### src/rtl/if_pkg.sv
`default_nettype none
// ============================================================================
// Module      : if_pkg
// Description : Shared types and constants for the MIPS instruction-fetch
//               stage: FSM state encoding, the NOP word, the default reset PC
//               and a PC increment helper.
// Revision    : 1.0 - initial release
// ============================================================================
package if_pkg;

    // Fetch FSM states
    //   S_FETCH   : request to pc outstanding
    //   S_DISCARD : in-flight request must be dropped, then fetch pend
    //   S_HOLD    : completed word parked in hold until freeze falls
    typedef enum logic [1:0] {
        S_FETCH   = 2'd0,
        S_DISCARD = 2'd1,
        S_HOLD    = 2'd2
    } state_t;

    localparam logic [31:0] NOP              = 32'h0000_0000;
    localparam logic [31:0] DEFAULT_RESET_PC = 32'h0000_0000;

    // Clears the byte-offset bits of a redirect target.
    localparam logic [31:0] ADDR_ALIGN_MASK  = 32'hFFFF_FFFC;

    // Sequential next word address; wraps naturally at 2^32.
    function automatic logic [31:0] pc_plus4(input logic [31:0] pc);
        return pc + 32'd4;
    endfunction

endpackage
`default_nettype wire

### src/rtl/if_stage_if.sv
`default_nettype none
// ============================================================================
// Module      : if_stage_if
// Description : Instruction-memory request bus between the fetch stage and
//               instruction memory.
//   imem_req   : fetch request outstanding        (master -> slave)
//   imem_addr  : word-aligned byte address        (master -> slave)
//   imem_ready : one-cycle completion strobe      (slave -> master)
//   imem_rdata : instruction word, valid w/ ready (slave -> master)
// Revision    : 1.0 - initial release
// ============================================================================
interface if_stage_if;
    logic        imem_req;
    logic [31:0] imem_addr;
    logic        imem_ready;
    logic [31:0] imem_rdata;

    modport master (
        output imem_req,
        output imem_addr,
        input  imem_ready,
        input  imem_rdata
    );

    modport slave (
        input  imem_req,
        input  imem_addr,
        output imem_ready,
        output imem_rdata
    );
endinterface
`default_nettype wire

### src/rtl/if_stage.sv
`default_nettype none
// ============================================================================
// Module      : if_stage
// Description : MIPS instruction-fetch stage. Owns the program counter,
//               fetches words over a req/ready handshake, inserts NOP bubbles
//               on memory wait states, applies EXE branch redirects (dropping
//               a fetch still in flight) and parks a completed word while the
//               pipeline is frozen.
// Ports       :
//   clk          in   pipeline clock, rising edge
//   rst          in   asynchronous active-high reset
//   freeze       in   hazard stall (also freezes IF/ID)
//   Branch_taken in   redirect request (same cycle as IF/ID flush)
//   Branch_Addr  in   redirect target, bits [1:0] ignored
//   imem         bus  if_stage_if.master instruction-memory port
//   PC           out  fetched address + 4, to IF/ID
//   Instruction  out  fetched word or NOP, to IF/ID
//   Stall_Count  out  cycles with no instruction delivered, saturating
//                     (present only when IF_STALL_CNT_EN is defined)
// Config      : `define IF_STALL_CNT_EN to add the stall counter.
// Revision    : 1.0 - initial release
// ============================================================================
module if_stage
    import if_pkg::*;
#(
    parameter logic [31:0] RESET_PC = DEFAULT_RESET_PC
) (
    input  wire logic        clk,
    input  wire logic        rst,
    input  wire logic        freeze,
    input  wire logic        Branch_taken,
    input  wire logic [31:0] Branch_Addr,
    if_stage_if.master       imem,
    output logic      [31:0] PC,
    output logic      [31:0] Instruction
`ifdef IF_STALL_CNT_EN
    ,
    output logic      [31:0] Stall_Count
`endif
);

    state_t      r_state;
    state_t      w_state_nxt;
    logic [31:0] r_pc;
    logic [31:0] w_pc_nxt;
    logic [31:0] r_pend;
    logic [31:0] w_pend_nxt;
    logic [31:0] r_hold;
    logic [31:0] w_hold_nxt;

    logic [31:0] w_target;
    logic [31:0] w_pc_inc;
    logic        w_fetch_ok;

    assign w_target = Branch_Addr & ADDR_ALIGN_MASK;
    assign w_pc_inc = pc_plus4(r_pc);

    // ------------------------------------------------------------------
    // State register
    // ------------------------------------------------------------------
    always_ff @(posedge clk or posedge rst) begin
        if (rst) begin
            r_state <= S_FETCH;
            r_pc    <= RESET_PC;
            r_pend  <= '0;
            r_hold  <= '0;
        end else begin
            r_state <= w_state_nxt;
            r_pc    <= w_pc_nxt;
            r_pend  <= w_pend_nxt;
            r_hold  <= w_hold_nxt;
        end
    end

    // ------------------------------------------------------------------
    // Next-state logic; Branch_taken outranks freeze in every state.
    // ------------------------------------------------------------------
    always_comb begin
        w_state_nxt = r_state;
        w_pc_nxt    = r_pc;
        w_pend_nxt  = r_pend;
        w_hold_nxt  = r_hold;

        case (r_state)
            S_FETCH: begin
                if (Branch_taken) begin
                    if (imem.imem_ready) begin
                        // Completed word is flushed by IF/ID; refetch at target.
                        w_pc_nxt = w_target;
                    end else begin
                        // Request already issued to memory cannot be cancelled,
                        // so remember the target and wait for it to drain.
                        w_pend_nxt  = w_target;
                        w_state_nxt = S_DISCARD;
                    end
                end else if (imem.imem_ready) begin
                    if (freeze) begin
                        w_hold_nxt  = imem.imem_rdata;
                        w_state_nxt = S_HOLD;
                    end else begin
                        w_pc_nxt = w_pc_inc;
                    end
                end
            end

            S_DISCARD: begin
                if (Branch_taken) begin
                    w_pend_nxt = w_target;
                end
                if (imem.imem_ready) begin
                    w_pc_nxt    = Branch_taken ? w_target : r_pend;
                    w_state_nxt = S_FETCH;
                end
            end

            S_HOLD: begin
                if (Branch_taken) begin
                    w_pc_nxt    = w_target;
                    w_state_nxt = S_FETCH;
                end else if (!freeze) begin
                    // Held word is consumed by IF/ID on this edge.
                    w_pc_nxt    = w_pc_inc;
                    w_state_nxt = S_FETCH;
                end
            end

            default: begin
                w_state_nxt = S_FETCH;
            end
        endcase
    end

    // ------------------------------------------------------------------
    // Outputs
    // ------------------------------------------------------------------
    // No request while a word is parked: memory would return a word we
    // have nowhere to store.
    assign imem.imem_req  = ~rst & (r_state != S_HOLD);
    assign imem.imem_addr = r_pc;

    assign w_fetch_ok  = ((r_state == S_FETCH) & imem.imem_ready) | (r_state == S_HOLD);
    assign Instruction = w_fetch_ok ? ((r_state == S_HOLD) ? r_hold : imem.imem_rdata) : NOP;
    assign PC          = w_pc_inc;

`ifdef IF_STALL_CNT_EN
    // ------------------------------------------------------------------
    // Saturating bubble counter
    // ------------------------------------------------------------------
    localparam logic [31:0] STALL_MAX = 32'hFFFF_FFFF;

    logic [31:0] r_stall_count;

    always_ff @(posedge clk or posedge rst) begin
        if (rst) begin
            r_stall_count <= '0;
        end else if (!w_fetch_ok && (r_stall_count != STALL_MAX)) begin
            r_stall_count <= r_stall_count + 32'd1;
        end
    end

    assign Stall_Count = r_stall_count;
`endif

endmodule
`default_nettype wire

### src/flat_wrapper.sv
// flat-port wrapper written by rule: the top's interface ports become plain ports
module if_stage_flat import if_pkg::*;
#(
    parameter logic [31:0] RESET_PC = DEFAULT_RESET_PC
)
  (clk, rst, freeze, Branch_taken, Branch_Addr, PC, Instruction, imem_imem_req, imem_imem_addr, imem_imem_ready, imem_imem_rdata);
  if_stage_if imem_i ();
  input  wire logic clk;
  input  wire logic rst;
  input  wire logic freeze;
  input  wire logic Branch_taken;
  input  wire logic [31:0] Branch_Addr;
  output logic      [31:0] PC;
  output logic      [31:0] Instruction;
  output wire logic [$bits(imem_i.imem_req)-1:0] imem_imem_req;
  output wire logic [$bits(imem_i.imem_addr)-1:0] imem_imem_addr;
  input wire logic [$bits(imem_i.imem_ready)-1:0] imem_imem_ready;
  input wire logic [$bits(imem_i.imem_rdata)-1:0] imem_imem_rdata;
  assign imem_imem_req = imem_i.imem_req;
  assign imem_imem_addr = imem_i.imem_addr;
  assign imem_i.imem_ready = imem_imem_ready;
  assign imem_i.imem_rdata = imem_imem_rdata;
  if_stage #(.RESET_PC(RESET_PC)) u_core (.clk(clk), .rst(rst), .freeze(freeze), .Branch_taken(Branch_taken), .Branch_Addr(Branch_Addr), .imem(imem_i), .PC(PC), .Instruction(Instruction));
endmodule
### config.mk
export PLATFORM = sky130hd
export DESIGN_NAME = if_stage_flat
export DESIGN_NICKNAME = d
export VERILOG_FILES = /design/src/rtl/if_pkg.sv /design/src/rtl/if_stage_if.sv /design/src/rtl/if_stage.sv /design/src/flat_wrapper.sv
export SDC_FILE = /design/constraint.sdc
export NUM_CORES = 1
export LEC_CHECK = 0
export CELL_PAD_IN_SITES_DETAIL_PLACEMENT = 0
export CELL_PAD_IN_SITES_GLOBAL_PLACEMENT = 1
export CORE_UTILIZATION = 51
export DETAILED_ROUTE_END_ITERATION = 10
export DONT_BUFFER_PORTS = 1
export PLACE_DENSITY = 0.83
export SLEW_MARGIN = 20
export SYNTH_ARGS = -nofsm -noshare
export SYNTH_HDL_FRONTEND = slang
export SYNTH_SLANG_ARGS = --single-unit
### constraint.sdc
create_clock -name clk -period 9.1 [get_ports clk]
set_input_delay 1.365 -clock clk [delete_from_list [all_inputs] [get_ports clk]]
set_output_delay 1.365 -clock clk [all_outputs]
set_load 0.005 [all_outputs]
; Word-level counts from Yosys, hierarchy flattened
; Index checks and enable logic that the tools add are counted.
[classes]
n_eq_ne = 11
add_sub_neg = 1
n_reduce_logical = 7
bitwise_logic = 5
mux = 21
[ops]
columns = operator, n
row1 = 2-to-1 mux 32 bit, 11
row2 = one-hot mux 32 bit (3 select lines), 1
row3 = one-hot mux 32 bit (2 select lines), 1
row4 = adder 32 x 3 -> 32 bit (second input constant), 1
row5 = 2-to-1 mux 2 bit, 7
row6 = inequality test 3 bit (second input constant), 4
row7 = inequality test 2 bit (second input constant), 5
row8 = one-hot mux 2 bit (3 select lines), 1
row9 = AND reduction 3 bit, 2
row10 = AND reduction 5 bit, 1
row11 = AND reduction 4 bit, 1
row12 = nonzero test 3 bit, 1
row13 = AND 1 bit, 2
row14 = == test 2 x 1 -> 1 bit (second input constant), 1
row15 = == test 2 bit (second input constant), 1
row16 = logical NOT 2 bit, 1
row17 = inverter 1 bit, 2
row18 = nonzero test 2 bit, 1
row19 = bitwise OR 1 bit, 1
[word_totals]
input_bits = 69
word_cells = 49
reg_bits = 98
out_inout_bits = 97

; Longest topological paths before layout
[logic_depth]
depth_word = 5
depth_mapped = 8
ltp_nobuf = 6

; Worst setup path after synthesis
; Ideal clock, no wire load.
[synth_path]
path_type = input -> output
startpoint = in imem_imem_ready
endpoint = out Instruction[10]
cell_stages = 6
t_arrival_ps = 2582
slack_ps = 5153
required_ps = 7735
path_buffers = 3
path_cell_list = clkbuf_1 nor2b_1 clkbuf_1 clkbuf_1 a22oi_1 nor2_1
[synth_between]
elab_chain_len = 3
[synth_rtl]
columns = item, line_no
row1 = start: declaration, flat_wrapper.sv:17  ; input wire logic [$bits(imem_i.imem_ready)-1:0] imem_imem_ready;
row2 = AND 1 bit, if_stage.sv:141  ; assign w_fetch_ok = ((r_state == S_FETCH) & imem.imem_ready) | (r_state == S_HOLD);
row3 = bitwise OR 1 bit, if_stage.sv:141
row4 = 2-to-1 mux 32 bit, if_stage.sv:142  ; assign Instruction = w_fetch_ok ? ((r_state == S_HOLD) ? r_hold : imem.imem_rdata) : NOP;
row5 = end: declaration, flat_wrapper.sv:14  ; output logic [31:0] Instruction;
; Every way passes these cells.

; Final worst setup path
[layout_path]
startpoint = reg u_core.r_pc[9], in the netlist u_core.imem.imem_addr[9]
endpoint = out PC[30]
[layout_between]
elab_chain_len = 1
[layout_rtl]
columns = item, line_no
row1 = start: declaration, if_stage.sv:44  ; logic [31:0] r_pc;
row2 = start signal: assignment, if_stage.sv:69  ; r_pc <= w_pc_nxt;
row3 = adder 32 x 3 -> 32 bit, if_pkg.sv:29  ; return pc + 32'd4;
row4 = end: declaration, flat_wrapper.sv:13  ; output logic [31:0] PC;
; Every way passes these cells.

==> impl_metrics.yaml <==
run_status:
  status: "complete, no violations"
grt:
  antenna_found_initial: 0
  overflow: 0
  grt_pass1_wl_mm: 22.49
  grt_max_degree: 69
  grt_usage: 0.2586
  grt_pass1_vias: 4294
floorplanning:
  start_util: 0.5275
  dieArea_sq_um: 11090
  die_h_microns: 105.3
  coreArea_sq_um: 10320
  die-width_microns: 105.3
  row_count: 37
  ioPinCount: 166
final_layout:
  nFillCells: 927
  utilization: 0.5568
  final_common_cell: "dfrtp_1"
  postLayoutCellArea_sq_um: 5748
  fin_nets: 611
  area_growth_pct: 5.561
  layout.cells.most_common_list: "97 x dfrtp_1, 67 x nor2_1, 63 x mux2_2"
  instances_no_fill: 682
  antenna_cells: 0
  drive_gt1_frac: 0.1868
routing:
  ant_nets: 0
  firstDrtPassIters: 5
  drc_errors: 0
  avgRoutedWirePerCell_microns: 20.57
  first_iter_violations: 276
  vias: 4313
  finalWirelength_mm: 14.03
  routed_via_density: 6.324
clocking:
  cts_tree: "done"
  postCtsSetupRepairBufs: 0
  clk_latency_ps: 370
  numClockSinks: 98
  clk_pin_slew_worst_paths_ps: 90
  cts_made_buffers: 9
  htreeDepth: 3
  post_cts_resized: 0
  cts_hold_buf: 0
  clockRootBuffer: "clkbuf_8"
  cts_buffer_depth: 2
pwr:
  intPower_mw: 0.7887
  powerDensity_nw_per_um2: 201.6
  power_frac_seq: 0.527
  p_switching_mw: 0.3703
  p_sw_frac: 0.3195
  p_total_mw: 1.159
  peakVddDrop_mv: 0.08405
  p_leak_nw: 2.389
  power_frac_comb: 0.200
  clkPwrFrac: 0.272
hold_path:
  min_from: "u_core.r_pend[8]$_DFFE_PP0P_"
  hold_path.class: "reg2reg"
place:
  dpl_cell_area_sq_um: 5530
  detailed_place_hpwl_mm: 9.229
  dp_cells: 666
  port_buffers: 0
  gp_congestion: 0.7969
synth:
  ys_ff_latch: 98
  synth.distinct_cells: 51
  netlist_area_sq_um: 5445
  ys_warn_count: 0
  synth_ff_type: "dfrtp_1"
  syn_avg_cell_area_sq_um: 9.638
  syn-num-nets: 635
  yosysSeqAreaShare: 0.4504
  postSynth.asyncResetShare: 1.000
  synth_edf_count: 0
  synthCells: 565
sta:
  fmax_mhz: 246.9
  finalMaxSlewViolations: 0
  rsz0062_at_grt: "no"
  worstMarginPinSlew_ps: 1053
  hold_viol_final: 0
  period_needed_ps: 4050
  fin_tns_setup_ps: 0
  min_period_over_period: 0.4451
  slew_headroom: 0.2914
  setup_viol: 0
  fin_skew_ps: 8.151
worst_setup_path:
  critical_path_required_ps: 7740
  cp_max_fo: 9
  rr_startpoint: "u_core.r_state[1]$_DFFE_PP0P_"
  endpoint_kind: "output pin"
  path_class: "reg2out"
  setup.worst_path.start: "u_core.imem.imem_addr[9]$_DFFE_PP0P_"
  slowest_stage: "nor4_1"
  crit_family: "simple AND/OR/NAND/NOR gates"
  path_cells: "nand4_4 -> nor4_1 -> nand3_1 -> xnor2_1"
  critical_path.max_stage_delay_ps: 940
  critPathBufInv: 0
  start_kind: "flip-flop"
  crit_arrival_ps: 2690
run:
  max_cap_violations: 0
## power groups by stage
stage	clock (mW)	combinational (mW)	sequential, mW
finish	0.316	0.232	0.611
CTS	0.323	0.234	0.611
floorplan	0	0.207	0.586
detailed placement	0	0.233	0.620
global placement	0	0.224	0.613
global route	0.338	0.256	0.626
## worst paths after layout
kind / to / slack, ps / depth (start not counted)
min: u_core.r_pend[8]$_DFFE_PP0P_ / 510 / 1
min reg2reg: u_core.r_pend[8]$_DFFE_PP0P_ / 510 / 1
min in group asynchronous: u_core.r_hold[16]$_DFFE_PP0P_ / 850 / 1
max reg2reg: u_core.imem.imem_addr[16]$_DFFE_PP0P_ / 6080 / 4
max: PC[30] / 5050 / 4
max in group asynchronous: u_core.r_state[1]$_DFFE_PP0P_ / 6950 / 2
## per-layer routing
layer	up-vias	global-route usage	wire length (microns)
met5	-	0	0
li1	1987	-	-
met2	182	0.4229	6848
met1	2125	0.3287	5820
met3	19	0.06555	1141
met4	0	0.1016	216
## synthesized netlist by cell type (11+ instances only)
master,number,share of area
nand2_1,48,0.033
and3_1,11,0.013
a21oi_1,33,0.030
o21ai_0,25,0.023
nand3_1,17,0.016
clkbuf_1,32,0.022
mux2_2,63,0.13
inv_1,11,0.0076
dfrtp_1,98,0.45
a22oi_1,19,0.026
nor2_1,67,0.046
xnor2_1,19,0.031
## logic make-up after synthesis
group                      count (synthesis)  share of synthesized area
AOI/OAI and AO/OA                        127                     0.1576
adders and majority gates                  1                   0.002297
DFF                                       98                     0.4504
buffers and inverters                     55                    0.03952
and+or+nand+nor                          188                     0.1657
xor gates and xnor gates                  28                    0.04504
muxes                                     68                     0.1395
## metrics by stage
step,hold WS [ps],worst slack [ps]
detailed placement,489.0,5375
finish,511.4,5050
global route,524.9,4842
global placement,481.8,4995
CTS,513.2,5060
floorplan,464.1,5153
## cell type report
type,instances,area [sq um],share of cell area
Clock inverter,7,93.84,0.01633
Timing Repair Buffer,9,67.56,0.01175
Multi-Input combinational cell,412,2795,0.4863
Tap cell,136,170.2,0.02960
Clock buffer,9,123.9,0.02155
Sequential cell,98,2454,0.4269
Inverter,11,43.79,0.007619
## registers in the layout, indices dropped and copies added, names as in the netlist
name and count:
u_core.r_state 2, u_core.r_pend 32, u_core.r_hold 32, u_core.imem.imem_addr 32
Note: power is estimated with default switching activity, not from simulation.
